### src/rtl/down_count_mon_pkg.sv
// Shared definitions for the down-counter monitor: FSM state encoding and widths.
package down_count_mon_pkg;

    localparam int STATE_W = 2;

    typedef enum logic [STATE_W-1:0] {
        ST_IDLE  = 2'd0,
        ST_SYNC  = 2'd1,
        ST_TRACK = 2'd2
    } state_t;

endpackage

### src/rtl/sat_counter.sv
// Saturating up-counter with synchronous clear; one-cycle update latency, no backpressure.
// A clear that coincides with an increment loads 1 so the coincident event is not lost.
module sat_counter #(
    parameter int W = 4
) (
    input  logic         clk,
    input  logic         rst,
    input  logic         clr,
    input  logic         inc,
    output logic [W-1:0] cnt
);

    always_ff @(posedge clk or posedge rst) begin
        if (rst) begin
            cnt <= '0;
        end else if (clr) begin
            cnt <= inc ? W'(1) : '0;
        end else if (inc && (cnt != '1)) begin
            cnt <= cnt + W'(1);
        end
    end

endmodule

### src/rtl/down_count_monitor.sv
// Locks onto a 3-bit down counter's q/q_bar sequence, flags illegal steps and counts wraps.
// All outputs registered: pulses appear one cycle after the offending q; purely observing, no backpressure.
module down_count_monitor
    import down_count_mon_pkg::*;
#(
    parameter int WIDTH    = 3,
    parameter int WRAP_W   = 8,
    parameter int ERR_W    = 4,
    parameter int SYNC_LEN = 2
) (
    input  logic               clk,
    input  logic               rst,
    input  logic               t,
    input  logic [WIDTH-1:0]   q,
    input  logic [WIDTH-1:0]   q_bar,
    input  logic               clr_err,
    output logic               locked,
    output logic               err,
    output logic               err_pulse,
    output logic [ERR_W-1:0]   err_cnt,
    output logic               wrap_pulse,
    output logic [WRAP_W-1:0]  wrap_cnt,
    output logic [STATE_W-1:0] state
);

    localparam int GW = $clog2(SYNC_LEN + 1);

    state_t           st;
    logic [WIDTH-1:0] q_prev;
    logic             t_prev;
    logic [GW-1:0]    good_cnt;

    logic [WIDTH-1:0] exp_q;
    logic             step_good;
    logic             wrap_step;
    logic             err_event;

    // The step is judged on what the counter showed one edge ago plus the enable it saw then.
    assign exp_q     = t_prev ? (q_prev - WIDTH'(1)) : q_prev;
    assign step_good = (q == exp_q) && (q_bar == ~q);
    assign wrap_step = t_prev && (q_prev == '0) && (q == '1);
    assign err_event = (st == ST_TRACK) && !step_good;

    always_ff @(posedge clk or posedge rst) begin
        if (rst) begin
            st         <= ST_IDLE;
            q_prev     <= '0;
            t_prev     <= 1'b0;
            good_cnt   <= '0;
            locked     <= 1'b0;
            err        <= 1'b0;
            err_pulse  <= 1'b0;
            wrap_pulse <= 1'b0;
            wrap_cnt   <= '0;
        end else begin
            q_prev     <= q;
            t_prev     <= t;
            err_pulse  <= 1'b0;
            wrap_pulse <= 1'b0;

            case (st)
                ST_IDLE: begin
                    good_cnt <= '0;
                    st       <= ST_SYNC;
                end
                ST_SYNC: begin
                    if (!step_good) begin
                        good_cnt <= '0;
                    end else if (good_cnt == GW'(SYNC_LEN - 1)) begin
                        good_cnt <= '0;
                        st       <= ST_TRACK;
                        locked   <= 1'b1;
                    end else begin
                        good_cnt <= good_cnt + GW'(1);
                    end
                end
                ST_TRACK: begin
                    if (step_good) begin
                        if (wrap_step) begin
                            wrap_pulse <= 1'b1;
                            wrap_cnt   <= wrap_cnt + WRAP_W'(1);
                        end
                    end else begin
                        err_pulse <= 1'b1;
                        good_cnt  <= '0;
                        st        <= ST_SYNC;
                        locked    <= 1'b0;
                    end
                end
                default: begin
                    good_cnt <= '0;
                    st       <= ST_IDLE;
                    locked   <= 1'b0;
                end
            endcase

            // A new error outranks a clear on the same edge.
            if (err_event) begin
                err <= 1'b1;
            end else if (clr_err) begin
                err <= 1'b0;
            end
        end
    end

    sat_counter #(
        .W (ERR_W)
    ) u_err_cnt (
        .clk (clk),
        .rst (rst),
        .clr (clr_err),
        .inc (err_event),
        .cnt (err_cnt)
    );

    assign state = st;

endmodule

### config.mk
export PLATFORM = sky130hd
export DESIGN_NAME = down_count_monitor
export DESIGN_NICKNAME = d
export VERILOG_FILES = /design/src/rtl/down_count_mon_pkg.sv /design/src/rtl/sat_counter.sv /design/src/rtl/down_count_monitor.sv
export SDC_FILE = /design/constraint.sdc
export NUM_CORES = 1
export LEC_CHECK = 0
export BUFFER_PORTS_ARGS = -buffer_cell sky130_fd_sc_hd__buf_4
export CORE_MARGIN = 4
export CORE_UTILIZATION = 40
export DETAILED_ROUTE_END_ITERATION = 8
export PLACE_DENSITY = 0.68
export SYNTH_ARGS = -nofsm -noshare
export SYNTH_HDL_FRONTEND = slang
export SYNTH_SLANG_ARGS = --single-unit
### constraint.sdc
create_clock -name clk -period 4.5 [get_ports clk]
set_input_delay 0.9 -clock clk [delete_from_list [all_inputs] [get_ports clk]]
set_output_delay 0.9 -clock clk [all_outputs]
set_load 0.01 [all_outputs]
After elaboration in Yosys (flattened, before gate mapping)
Cells that the tools add are included.
W data, S select, Z words.
- register bits: 24
- latch bits: 0
- bits in writable memories: 0
- ROM bits: 0
- input bits: 10
- output and inout bits: 18
- memories: 0
- $add $sub $neg: 4
- $mul: 0
- divide/modulo/power cells: 0
- $lt $le $gt $ge: 0
- eq/ne operators: 10
- shift-type cells: 0
- muxes and demuxes: 23
- bitwise gates (word level): 2
- reductions and logical operators: 13
- operators by type and width (cell ; count):
    $mux W2 ; 6
    $mux W1 ; 11
    $add A8 B1 Y8 const B ; 1
    $mux W4 ; 2
    $eq A3 B3 Y1 ; 2
    $ne A2 B2 Y1 const B ; 3
    $pmux W2 S3 ; 1
    $reduce_and A3 Y1 ; 2
    $logic_and A1 B1 Y1 ; 5
    $add A4 B1 Y4 const B ; 1
    $eq A2 B1 Y1 const B ; 2
    $ne A4 B4 Y1 const B ; 1
    $pmux W2 S2 ; 1
    $reduce_and A4 Y1 ; 1
    $reduce_bool A2 Y1 ; 2
    $eq A3 B3 Y1 const B ; 1
    $logic_not A3 Y1 ; 1
    $mux W3 ; 1
    $not A3 Y3 ; 1
    $pmux W1 S3 ; 1
    $sub A3 B1 Y3 const B ; 1
    $add A2 B1 Y2 const B ; 1
    $eq A2 B2 Y1 const B ; 1
    $logic_not A2 Y1 ; 1
    other kinds (2) ; 2

Longest topological paths before layout
Gate-level depths: netlist (run 1).
- depth in word-level cells: 9
- depth in mapped cells: 8
- depth with buffers taken out: 7

By module
A second synthesis (run 1) with hierarchy kept.
- cell total of the unflattened synthesis: 107
- area total of the unflattened synthesis: 1213.7 um^2
- modules (own cells, without submodules) (module ; instances ; cells an instance ; area each (um^2) ; sequential area each (um^2)):
    down_count_monitor ; 1 ; 86 ; 1006.0 ; 500.5
    sat_counter ; 1 ; 21 ; 207.7 ; 100.1

Worst setup path after synthesis (run 1)
Ideal clock, no wire load.
- kind: input to register
- start point: input q[2]
- end point: register wrap_cnt[6]
- library setup time: 0.125 ns
- arrival time: 2.265 ns
- setup slack: 2.110 ns
- cell stages on the path: 6
- path buffers: 1
- cells stage by stage: xor2_1 -> or3_2 -> a221oi_2 -> buf_4 -> nand4_1 -> xnor2_1
- word-level cells in the longest chain between the ends: 4
- elaborated cells on any way between the ends: 7
- classes of those cells: eq/ne (3); bitwise (1); reduce/logical (3)
- RTL lines (what ; RTL line ; source):
    from (decl) ; down_count_monitor.sv:14 ; input logic [WIDTH-1:0] q,
    $not A3 Y3 ; down_count_monitor.sv:40 ; assign step_good = (q == exp_q) && (q_bar == ~q);
    $eq A3 B3 Y1 ; down_count_monitor.sv:40 ;
    $logic_and A1 B1 Y1 ; down_count_monitor.sv:40 ;
    $reduce_and A3 Y1 (no line) * ; n/a ;
    to (signal assigned) ; down_count_monitor.sv:81 ; wrap_cnt <= wrap_cnt + WRAP_W'(1);
    to (decl) ; down_count_monitor.sv:22 ; output logic [WRAP_W-1:0] wrap_cnt,
Mark *: on every way between the ends. The rest lies on a longest branch, timed or not.
A chain may end at the register's enable or synchronous reset.

Worst setup path after layout (run 1)
- start point: register q_prev[0]
- end point: register wrap_cnt[1]
- word-level cells in the longest chain between the ends: 5
- elaborated cells on any way between the ends: 8
- classes of those cells: add/sub (1); eq/ne (1); mux (1); reduce/logical (5)
- RTL lines (what ; RTL line ; source):
    from (decl) ; down_count_monitor.sv:29 ; logic [WIDTH-1:0] q_prev;
    from (signal assigned) ; down_count_monitor.sv:56 ; q_prev <= q;
    $sub A3 B1 Y3 ; down_count_monitor.sv:39 ; assign exp_q = t_prev ? (q_prev - WIDTH'(1)) : q_prev;
    $mux W3 ; down_count_monitor.sv:39 ;
    $eq A3 B3 Y1 ; down_count_monitor.sv:40 ;
    $logic_and A1 B1 Y1 ; down_count_monitor.sv:40 ;
    $reduce_and A3 Y1 (no line) * ; n/a ;
Marks and branches as above.

==> results by group, run 1 <==
Routing
  • DRC: 0
  • Final ANT Viol Nets: 0
  • DRT Pass-1 Iters: 4
  • Via Count: a little over 900
  • DR WL/cell: between 10 and 15 um
  • DR iter-0 viols: 19
  • Routed WL: about 2.4 mm
  • Vias/cell: 5.273

Synthesis
  • Synth unique cells: 38
  • Avg Cell Area, Syn: between 10 and 15 sq um
  • Post-synth ARST share: 100.0%
  • Syn Inst Count: approximately 110
  • Synth Cell Area: about 1200 sq um
  • Syn nets: 125
  • Yosys reg bits: 24
  • Number of synthesized flops with an enable pin: 0
  • Register area share after synthesis: about half
  • Synth warnings: 0
  • Synth Flop Type: dfrtp_1

Worst setup path
  • Critical Path RT: around 4.7 ns
  • CP peak stage delay: between 0.7 and 0.8 ns
  • Crit path buffers/inverters: 1
  • Crit-path cells: inv_1 > ha_1 > and2_4 > or4b_4 > a221oi_2 > nand2_1 > mux2_2
  • Reg2reg setup slack: around 1.6 ns
  • Worst Setup EP: wrap_cnt[1]
  • Worst reg2reg path depth: 7
  • CP Data Arrival Time: a little over 3 ns
  • CP Max Fanout: 14
  • Crit path kind: reg2reg
  • Critical path launch point type: register
  • Worst setup startpoint: q_prev[0]
  • Worst R2R End: wrap_cnt[1]
  • Critical path depth in cells: 7
  • FF-to-FF Start: q_prev[0]
  • Slowest CP cell: a221oi_2
  • Crit. End Element: register
  • Cell family with most CP delay: simple AND/OR/NAND/NOR gates

Global routing
  • GRT Resource Usage Total: a little over an eighth
  • Pin count of the biggest net entering global routing: 25
  • Initial antenna violation count: 0
  • First-pass GRT wire length: about 4.3 mm
  • Gr ovfl total: 0
  • Number of global-route vias before repair: a little under 1000

STA
  • Worst-margin pin slew: 0.9168 ns
  • Fmax: ~350 MHz
  • Relative slew slack: a little under 40%
  • Min Hold Slack: 0.4873 ns
  • Period minus WS final: ~2.9 ns
  • Fin. Hold Viols: 0
  • Period utilisation layout: between 60% and 70%
  • Setup Total Neg Slack: 0 ns
  • Worst Skew: 0.004716 ns
  • Setup Viol. Count Final: 0
  • Max Slew Vio Count: 0
  • RSZ-0062 raised after global routing: no

Placed design
  • GP Congestion: 0.8077
  • Dpl cells: 168
  • HPWL Detailed: 1.796 mm
  • Port Buffers: 27

Final layout
  • Commonest non-fill, non-tap cell in the layout: buf_4
  • Most frequent cells in the layout: buf_4, dfrtp_1, inv_1
  • Final Non-Filler Cells: around 170
  • Share of layout cells above drive strength 1: 29.08%
  • Area Overhead vs Synth: 22.29%
  • Diodes inserted: 0
  • Layout Utilization: a little over half
  • Fillers: 251
  • Final net count: 156

Clock tree
  • Setup repair bufs after CTS: 0
  • CTS resizes: 0
  • H-tree Lvls: 1
  • Root Buffer: clkbuf_4
  • Worst-Skew Late Latency: about 0.31 ns
  • CTS tree: built
  • CTS Buf Count: 3
  • CTS Hold Bufs: 0
  • CTS Sinks: 24
  • Max Root-Sink Buffers: 2
  • Reg clk slew, reported paths: ~0.13 ns

Floorplan
  • FP Rows: 19
  • Die span in y: around 63 um
  • Initial Util: 42.86%
  • I/O pin count: 28
  • Die Area: slightly below 4000 sq um
  • Die X: around 63 um
  • CORE AREA: 2829 sq um

Power and ir drop
  • Int Power: approximately 280 uW
  • Switching part of the total: between 20% and 30%
  • Max VDD drop: a little under 0.0001 V
  • Pwr per Cell Area: between 200 and 250 nW/um^2
  • Leak: 0.7424 nW
  • Clock power share: a little under a third
  • Reg power frac: between 60% and 70%
  • NetSw: between 80 and 90 uW
  • Pwr Total: 361.9 uW
  • Combinational Power Share: under 10%

Hold path
  • Min-delay src: wrap_cnt[7]
  • Worst min-delay path class: reg2reg

Flow run
  • Max-cap viol count: 0

Run status
  • Status: complete, no violations
-- kinds of logic after synthesis --
logic type               after synthesis  synth area share (%)
AO/OA/AOI/OAI                         13                 8.462
XOR/XNOR                              12                 9.804
adder cells (fa/ha/maj)                4                 4.128
buffers and inverters                 10                 3.406
flip-flops                            24                 49.54
multiplexers                           3                 2.683
AND/OR/NAND/NOR                       45                 21.98
-- power by group through the flow --
stage | clock, mW | combinational (mW) | sequential (mW)
after floorplan | 0 | 0.0183 | 0.224
after global placement | 0 | 0.0294 | 0.224
after detailed placement | 0 | 0.0305 | 0.224
final | 0.112 | 0.0299 | 0.220
after CTS | 0.118 | 0.0306 | 0.220
after global routing | 0.128 | 0.0336 | 0.220
-- state kept, by name, summed over array words and instances, names as in the netlist --
name and flops:
wrap_pulse 1, err 1, q_prev 3, u_err_cnt.cnt 4, locked 1, good_cnt 2
t_prev 1, state 2, wrap_cnt 8, err_pulse 1
-- worst min-delay path by stage --
stage | depth (start not counted) | end
global placement | 1 | wrap_cnt[7]
finish | 1 | wrap_cnt[7]
floorplan | 1 | good_cnt[1]
detailed placement | 1 | wrap_cnt[7]
CTS | 1 | wrap_cnt[7]
global route | 1 | wrap_cnt[7]
-- area by class of cell --
type,count,area (sq um),area share [%]
multi-input combinational,77,570.5,38.48
sequential,24,600.6,40.51
tap,31,38.79,2.616
inverter,9,33.78,2.278
timing repair buffer,27,202.7,13.67
clock buffer,4,36.28,2.447
-- cell usage after synthesis (2+ instances only) --
master,count,area share [%]
dfrtp_1,24,50
inv_1,9,2.8
nand2_1,8,2.5
nand3_1,8,3.3
xor2_1,7,5.1
nor2_1,6,1.9
ha_1,4,4.1
nor3_1,4,1.7
o21ai_0,4,1.7
xnor2_1,4,2.9
mux2_2,2,1.9
nand4_1,2,1.0
nand4b_1,2,1.4
nor2b_1,2,1.0
o21a_1,2,1.2
-- per-stage QoR --
step / area [sq um] / worst slack, ns
4_1_cts: 1483 / 1.622
5_1_grt: 1483 / 1.424
3_3_place_gp: 1446 / 1.474
6_report: 1483 / 1.637
2_1_floorplan: 1212 / 2.110
3_5_place_dp: 1446 / 1.430
-- routing by layer --
layer / up-vias / global-route usage, % / share of wire, %
met5: - / 0 / 0
met4: 0 / 5.234 / 0.81
met3: 2 / 2.664 / 4.4
met2: 23 / 22.79 / 51
met1: 435 / 16.14 / 44
li1: 447 / - / -
No activity file was read; power rests on OpenSTA's default activity.
==> inputs of run 2 (changes only) <==
--- a/config.mk
+++ b/config.mk
@@ -9,7 +9,7 @@
 export CORE_MARGIN = 4
 export CORE_UTILIZATION = 40
 export DETAILED_ROUTE_END_ITERATION = 8
-export PLACE_DENSITY = 0.68
+export PLACE_DENSITY = 0.71
 export SYNTH_ARGS = -nofsm -noshare
 export SYNTH_HDL_FRONTEND = slang
 export SYNTH_SLANG_ARGS = --single-unit
==> constraint.sdc (replaced) <==
create_clock -name clk -period 2.5 [get_ports clk]
set_input_delay 0.5 -clock clk [delete_from_list [all_inputs] [get_ports clk]]
set_output_delay 0.5 -clock clk [all_outputs]
set_load 0.01 [all_outputs]
==> results by group, run 2 (synthesized netlist as in run 1, its figures left out) <==
Worst setup path
  • Critical Path RT: 2.71 ns (-2.00 ns)
  • FF-to-FF Start: q_prev[0]
  • Crit. End Element: register
  • Crit path kind: reg2reg
  • Worst reg2reg path depth: 8 (+1)
  • Worst setup startpoint: q_prev[0]
  • Critical path launch point type: register
  • Worst R2R End: wrap_cnt[1]
  • CP Max Fanout: 4 (-10)
  • CP Data Arrival Time: 2.60 ns (-0.47 ns)
  • Worst Setup EP: wrap_cnt[1]
  • Reg2reg setup slack: 0.10 ns (-1.53 ns)

Final layout
  • Biggest regs: wrap_cnt x8, u_err_cnt.cnt x4, q_prev x3
  • Largest Register: wrap_cnt
  • Post-route cell area: 1511 sq um (+1.9%)
  • Share of layout cells above drive strength 1: 30.07% (+0.99 points)
  • Commonest non-fill, non-tap cell in the layout: buf_4
  • Final net count: 159 (+1.9%)
  • Most frequent cells in the layout: buf_4, dfrtp_1, inv_1
  • Largest register FFs: 8 (unchanged)
  • Area Overhead vs Synth: 24.66%
  • Diodes inserted: 0 (unchanged)

Power and ir drop
  • Max VDD drop: 0.0002019 V (+110%)
  • Leak: 0.7787 nW (+4.9%)
  • Pwr per Cell Area: 411.0 nW/um^2 (+68%)

STA
  • Max Slew Vio Count: 0 (unchanged)
  • Fin. Hold Viols: 0 (unchanged)
  • RSZ-0062 raised after global routing: no
  • Worst Skew: 0.004987 ns (+0.0002709 ns)
  • Setup Total Neg Slack: 0 ns (unchanged)
  • Worst-margin pin slew: 0.4263 ns (-0.4905 ns)
  • Period minus WS final: 2.396 ns (-0.4667 ns)
  • Final worst slack: 0.1038 ns (-1.533 ns)
  • Setup Viol. Count Final: 0 (unchanged)
  • Period utilisation layout: 95.85% (+32 points)
  • Fmax: 417.3 MHz (+19%)
  • Relative slew slack: 71.28% (+32 points)

Routing
  • DR iter-0 viols: 25 (+6)
  • Routed WL: 2.412 mm (+2.6%)
  • DR WL/cell: 13.86 um (+1.4%)
  • Vias/cell: 5.253 (-0.39%)
  • Via Count: 914 (+0.77%)
  • Final ANT Viol Nets: 0 (unchanged)
  • DRC: 0 (unchanged)
  • DRT Pass-1 Iters: 4 (unchanged)

Global routing
  • Number of global-route vias before repair: 1005 (+3.5%)
  • Gr ovfl total: 0 (unchanged)
  • First-pass GRT wire length: 4.305 mm (+0.96%)
  • Pin count of the biggest net entering global routing: 25 (unchanged)
  • GRT Resource Usage Total: 13.45% (+0.22 points)
  • Initial antenna violation count: 0 (unchanged)

Placed design
  • Port Buffers: 27 (unchanged)
  • GP Congestion: 0.8277 (+2.5%)
  • Pre-CTS setup slack: 0.1031 ns (-1.327 ns)
  • HPWL Detailed: 1.835 mm (+2.2%)
  • Area after DPL: 1469 sq um (+1.6%)

Clock tree
  • Reg clk slew, reported paths: 0.13 ns (about the same)
  • CTS tree: built
  • Worst-Skew Late Latency: 0.30 ns (about the same)
  • CTS Buf Count: 3 (unchanged)
  • Root Buffer: clkbuf_4
  • Max Root-Sink Buffers: 2 (unchanged)
  • H-tree Lvls: 1 (unchanged)
  • CTS Sinks: 24 (unchanged)
  • Setup repair bufs after CTS: 0 (unchanged)

Flow run
  • Max-cap viol count: 0 (unchanged)

Floorplan
  • CORE AREA: 2829 sq um (unchanged)
  • Die X: 63.06 um (unchanged)
  • FP Rows: 19 (unchanged)
  • Die span in y: 63.06 um (unchanged)
  • Initial Util: 42.86% (unchanged)
  • Die Area: 3976 sq um (unchanged)
  • I/O pin count: 28 (unchanged)

Run status
  • Status: complete, no violations

Hold path
  • Worst min-delay path class: in2async
-- run 2: metal layers --
layer / share of wire [%] / vias to the layer above / wire [um] / track usage [%]
met4: 1.2 / 0 / 28 / 6.612
li1: - / 451 / - / -
met3: 3.2 / 2 / 77 / 2.664
met1: 44 / 447 / 1058 / 14.97
met2: 52 / 14 / 1248 / 24.24
met5: 0 / - / 0 / 0
-- run 2: worst min-delay path by stage --
stage           startpoint          endpoint  slack (ns)
4_1_cts                rst  u_err_cnt.cnt[3]        0.23
6_report               rst  u_err_cnt.cnt[1]        0.22
5_1_grt                rst  u_err_cnt.cnt[3]        0.24
3_5_place_dp   wrap_cnt[7]       wrap_cnt[7]        0.46
3_3_place_gp   wrap_cnt[7]       wrap_cnt[7]        0.46
2_1_floorplan  good_cnt[1]       good_cnt[1]        0.50
-- run 2: repair_timing --
action                     4_1_cts  5_1_grt
gates resized for setup          0        2
setup endpoints to repair        0        2
hold buffers                     0        0
-- run 2: worst max-delay path: stages (launching register included) --
cell and delay, ns:
dfrtp_1 0.38, inv_1 0.06, ha_1 0.28, and2_4 0.16, or4b_4 0.54, a221oi_4 0.31, buf_4 0.17, nand2_1 0.10
mux2_2 0.29
-- run 2: area by class of cell --
class	count	area (sq um)
clock buffer	3	22.52
multi-input combinational	77	590.6
sequential	24	600.6
fill	257	1318
inverter	9	33.78
timing repair buffer	30	225.2
tap	31	38.79
-- run 2: per-stage QoR --
stage	utilization (%)	cells	power (mW)	hold slack (ns)
detailed placement	51.92	171	0.4606	0.4607
floorplan	-	111	0.4354	0.4997
CTS	52.72	174	0.6282	0.2257
finish	53.43	174	0.6213	0.2221
global route	53.43	174	0.6595	0.2384
global placement	51.92	171	0.4585	0.4587
-- run 2: where the power goes --
| group | internal (mW) | total [mW] | switching, mW |
|---|---|---|---|
| combinational | 0.0282 | 0.0600 | 0.0318 |
| clock | 0.0562 | 0.166 | 0.109 |
| sequential | 0.392 | 0.396 | 0.00353 |
| total | 0.477 | 0.621 | 0.145 |
==> inputs of run 3 (changes only) <==
--- a/config.mk
+++ b/config.mk
@@ -9,7 +9,8 @@
 export CORE_MARGIN = 4
 export CORE_UTILIZATION = 40
 export DETAILED_ROUTE_END_ITERATION = 8
-export PLACE_DENSITY = 0.71
+export PLACE_DENSITY = 0.68
 export SYNTH_ARGS = -nofsm -noshare
 export SYNTH_HDL_FRONTEND = slang
 export SYNTH_SLANG_ARGS = --single-unit
+export TNS_END_PERCENT = 1
==> constraint.sdc (replaced) <==
create_clock -name clk -period 2.81 [get_ports clk]
set_input_delay 0.562 -clock clk [delete_from_list [all_inputs] [get_ports clk]]
set_output_delay 0.562 -clock clk [all_outputs]
set_load 0.01 [all_outputs]
==> results by group, run 3 (synthesized netlist as in run 1, its figures left out) <==
Worst setup path
  • CP Max Fanout: 14 (+10)
  • Critical Path RT: 3.02 ns (+0.31 ns)
  • Slowest CP cell: or4b_4
  • CP Data Arrival Time: 2.66 ns (+0.06 ns)
  • Critical path launch point type: register
  • CP peak stage delay: 0.52 ns (-0.02 ns)
  • Worst reg2reg path depth: 8 (unchanged)
  • Crit-path cells: inv_1 > ha_1 > and2_4 > or4b_4 > a221oi_2 > buf_4 > nand2_1 > mux2_2
  • Reg2reg setup slack: 0.36 ns (+0.25 ns)
  • FF-to-FF Start: q_prev[0]
  • Crit path kind: reg2reg
  • Crit. End Element: register
  • Worst R2R End: wrap_cnt[1]

Floorplan
  • Die X: 63.06 um (unchanged)
  • Die span in y: 63.06 um (unchanged)
  • I/O pin count: 28 (unchanged)
  • CORE AREA: 2829 sq um (unchanged)
  • Die Area: 3976 sq um (unchanged)
  • FP Rows: 19 (unchanged)
  • Initial Util: 42.86% (unchanged)

Clock tree
  • Worst-Skew Late Latency: 0.31 ns (about the same)
  • CTS Buf Count: 3 (unchanged)
  • CTS tree: built
  • CTS Hold Bufs: 0 (unchanged)
  • CTS resizes: 0 (unchanged)
  • H-tree Lvls: 1 (unchanged)
  • Root Buffer: clkbuf_4
  • CTS Sinks: 24 (unchanged)
  • Reg clk slew, reported paths: 0.12 ns (about the same)
  • Setup repair bufs after CTS: 0 (unchanged)
  • Max Root-Sink Buffers: 2 (unchanged)

Final layout
  • Share of layout cells above drive strength 1: 29.08% (-0.99 points)
  • Area Overhead vs Synth: 21.78%
  • Fillers: 247 (-3.9%)
  • Biggest regs: wrap_cnt x8, u_err_cnt.cnt x4, q_prev x3
  • Diodes inserted: 0 (unchanged)
  • Largest register FFs: 8 (unchanged)
  • Layout Utilization: 52.19% (-1.2 points)
  • Most frequent cells in the layout: buf_4, dfrtp_1, inv_1
  • Commonest non-fill, non-tap cell in the layout: buf_4
  • Final Non-Filler Cells: 172 (-1.1%)
  • Final net count: 157 (-1.3%)
  • Largest Register: wrap_cnt

STA
  • Fmax: 407.9 MHz (-2.3%)
  • Final worst slack: 0.3582 ns (+0.2543 ns)
  • Setup Viol. Count Final: 0 (unchanged)
  • Period minus WS final: 2.452 ns (+0.05566 ns)
  • Worst Skew: 0.002547 ns (-0.002441 ns)
  • Relative slew slack: 39.43% (-32 points)
  • RSZ-0062 raised after global routing: no
  • Period utilisation layout: 87.25% (-8.6 points)
  • Worst-margin pin slew: 0.9076 ns (+0.4813 ns)
  • Min Hold Slack: 0.3498 ns (+0.1277 ns)
  • Fin. Hold Viols: 0 (unchanged)
  • Max Slew Vio Count: 0 (unchanged)
  • Setup Total Neg Slack: 0 ns (unchanged)

Hold path
  • Min-delay src: t
  • Hold endpoint: t_prev
  • Cells on Worst Hold Path: 1
  • Worst min-delay path class: in2reg

Routing
  • DR WL/cell: 13.91 um (+0.37%)
  • DRC: 0 (unchanged)
  • Final ANT Viol Nets: 0 (unchanged)
  • Routed WL: 2.393 mm (-0.79%)
  • Via Count: 916 (+0.22%)
  • DR iter-0 viols: 23 (-8.0%)
  • Vias/cell: 5.326 (+1.4%)
  • DRT Pass-1 Iters: 4 (unchanged)

Placed design
  • GP Congestion: 0.8017 (-3.1%)
  • Pre-CTS setup slack: 0.3692 ns (+0.2661 ns)
  • Dpl cells: 169 (-1.2%)
  • Port Buffers: 27 (unchanged)
  • HPWL Detailed: 1.860 mm (+1.4%)

Global routing
  • Number of global-route vias before repair: 902 (-10%)
  • GRT Resource Usage Total: 12.59% (-0.86 points)
  • Initial antenna violation count: 0 (unchanged)
  • Gr ovfl total: 0 (unchanged)
  • Pin count of the biggest net entering global routing: 25 (unchanged)
  • First-pass GRT wire length: 3.974 mm (-7.7%)

Power and ir drop
  • Max VDD drop: 0.0002628 V (+30%)
  • Pwr per Cell Area: 371.6 nW/um^2 (-9.6%)
  • Leak: 0.7407 nW (-4.9%)

Flow run
  • Max-cap viol count: 0 (unchanged)

Run status
  • Status: complete, no violations
-- run 3: changes by cell type in the layout (fill, tap and decap cells not counted), sizes merged --
cell / delta
buf: -2
-- run 3: critical path, delay by kind of cell, from the launching register on --
kind,cells,cell delay (ns)
AO/OA/AOI/OAI,1,0.30
adder cells (fa/ha/maj),1,0.28
buffers and inverters,2,0.30
flip-flops,1,0.38
multiplexers,1,0.29
AND/OR/NAND/NOR,3,0.80
-- run 3: how the worst max path moves through the flow --
| stage | endpoint | from | slack (ns) |
|---|---|---|---|
| 6_report | wrap_cnt[1] | q_prev[0] | 0.36 |
| 5_1_grt | wrap_cnt[1] | q_prev[1] | 0.26 |
| 4_1_cts | wrap_cnt[1] | q_prev[0] | 0.35 |
| 3_5_place_dp | wrap_cnt[1] | q_prev[0] | 0.37 |
| 3_3_place_gp | wrap_cnt[1] | q_prev[0] | 0.47 |
| 2_1_floorplan | wrap_cnt[7] | q_prev[0] | 0.52 |
-- run 3: per-layer routing --
metal	global-route usage (%)	vias up	routed length [um]
li1	-	453	-
met1	14.22	430	1008
met2	21.87	29	1181
met3	4.440	4	171
met4	4.408	0	33
met5	0	-	0
-- run 3: area by class of cell --
cell class	instances	area (sq um)	area share, %
timing repair buffer	28	210.2	14.24
clock buffer	3	22.52	1.525
multi-input combinational	77	570.5	38.64
tap	31	38.79	2.627
inverter	9	33.78	2.288
sequential	24	600.6	40.68
-- run 3: report_power, final --
group | internal [mW] | switching (mW) | leakage (nW)
clock | 0.0501 | 0.0969 | 0.0138
combinational | 0.0235 | 0.0261 | 0.406
sequential | 0.349 | 0.00322 | 0.321
-- run 3: metrics by stage --
step / power [mW] / cell area (sq um)
floorplan: 0.3874 / 1212
global placement: 0.4063 / 1454
CTS: 0.5584 / 1476
global route: 0.5762 / 1476
detailed placement: 0.4088 / 1454
finish: 0.5487 / 1476
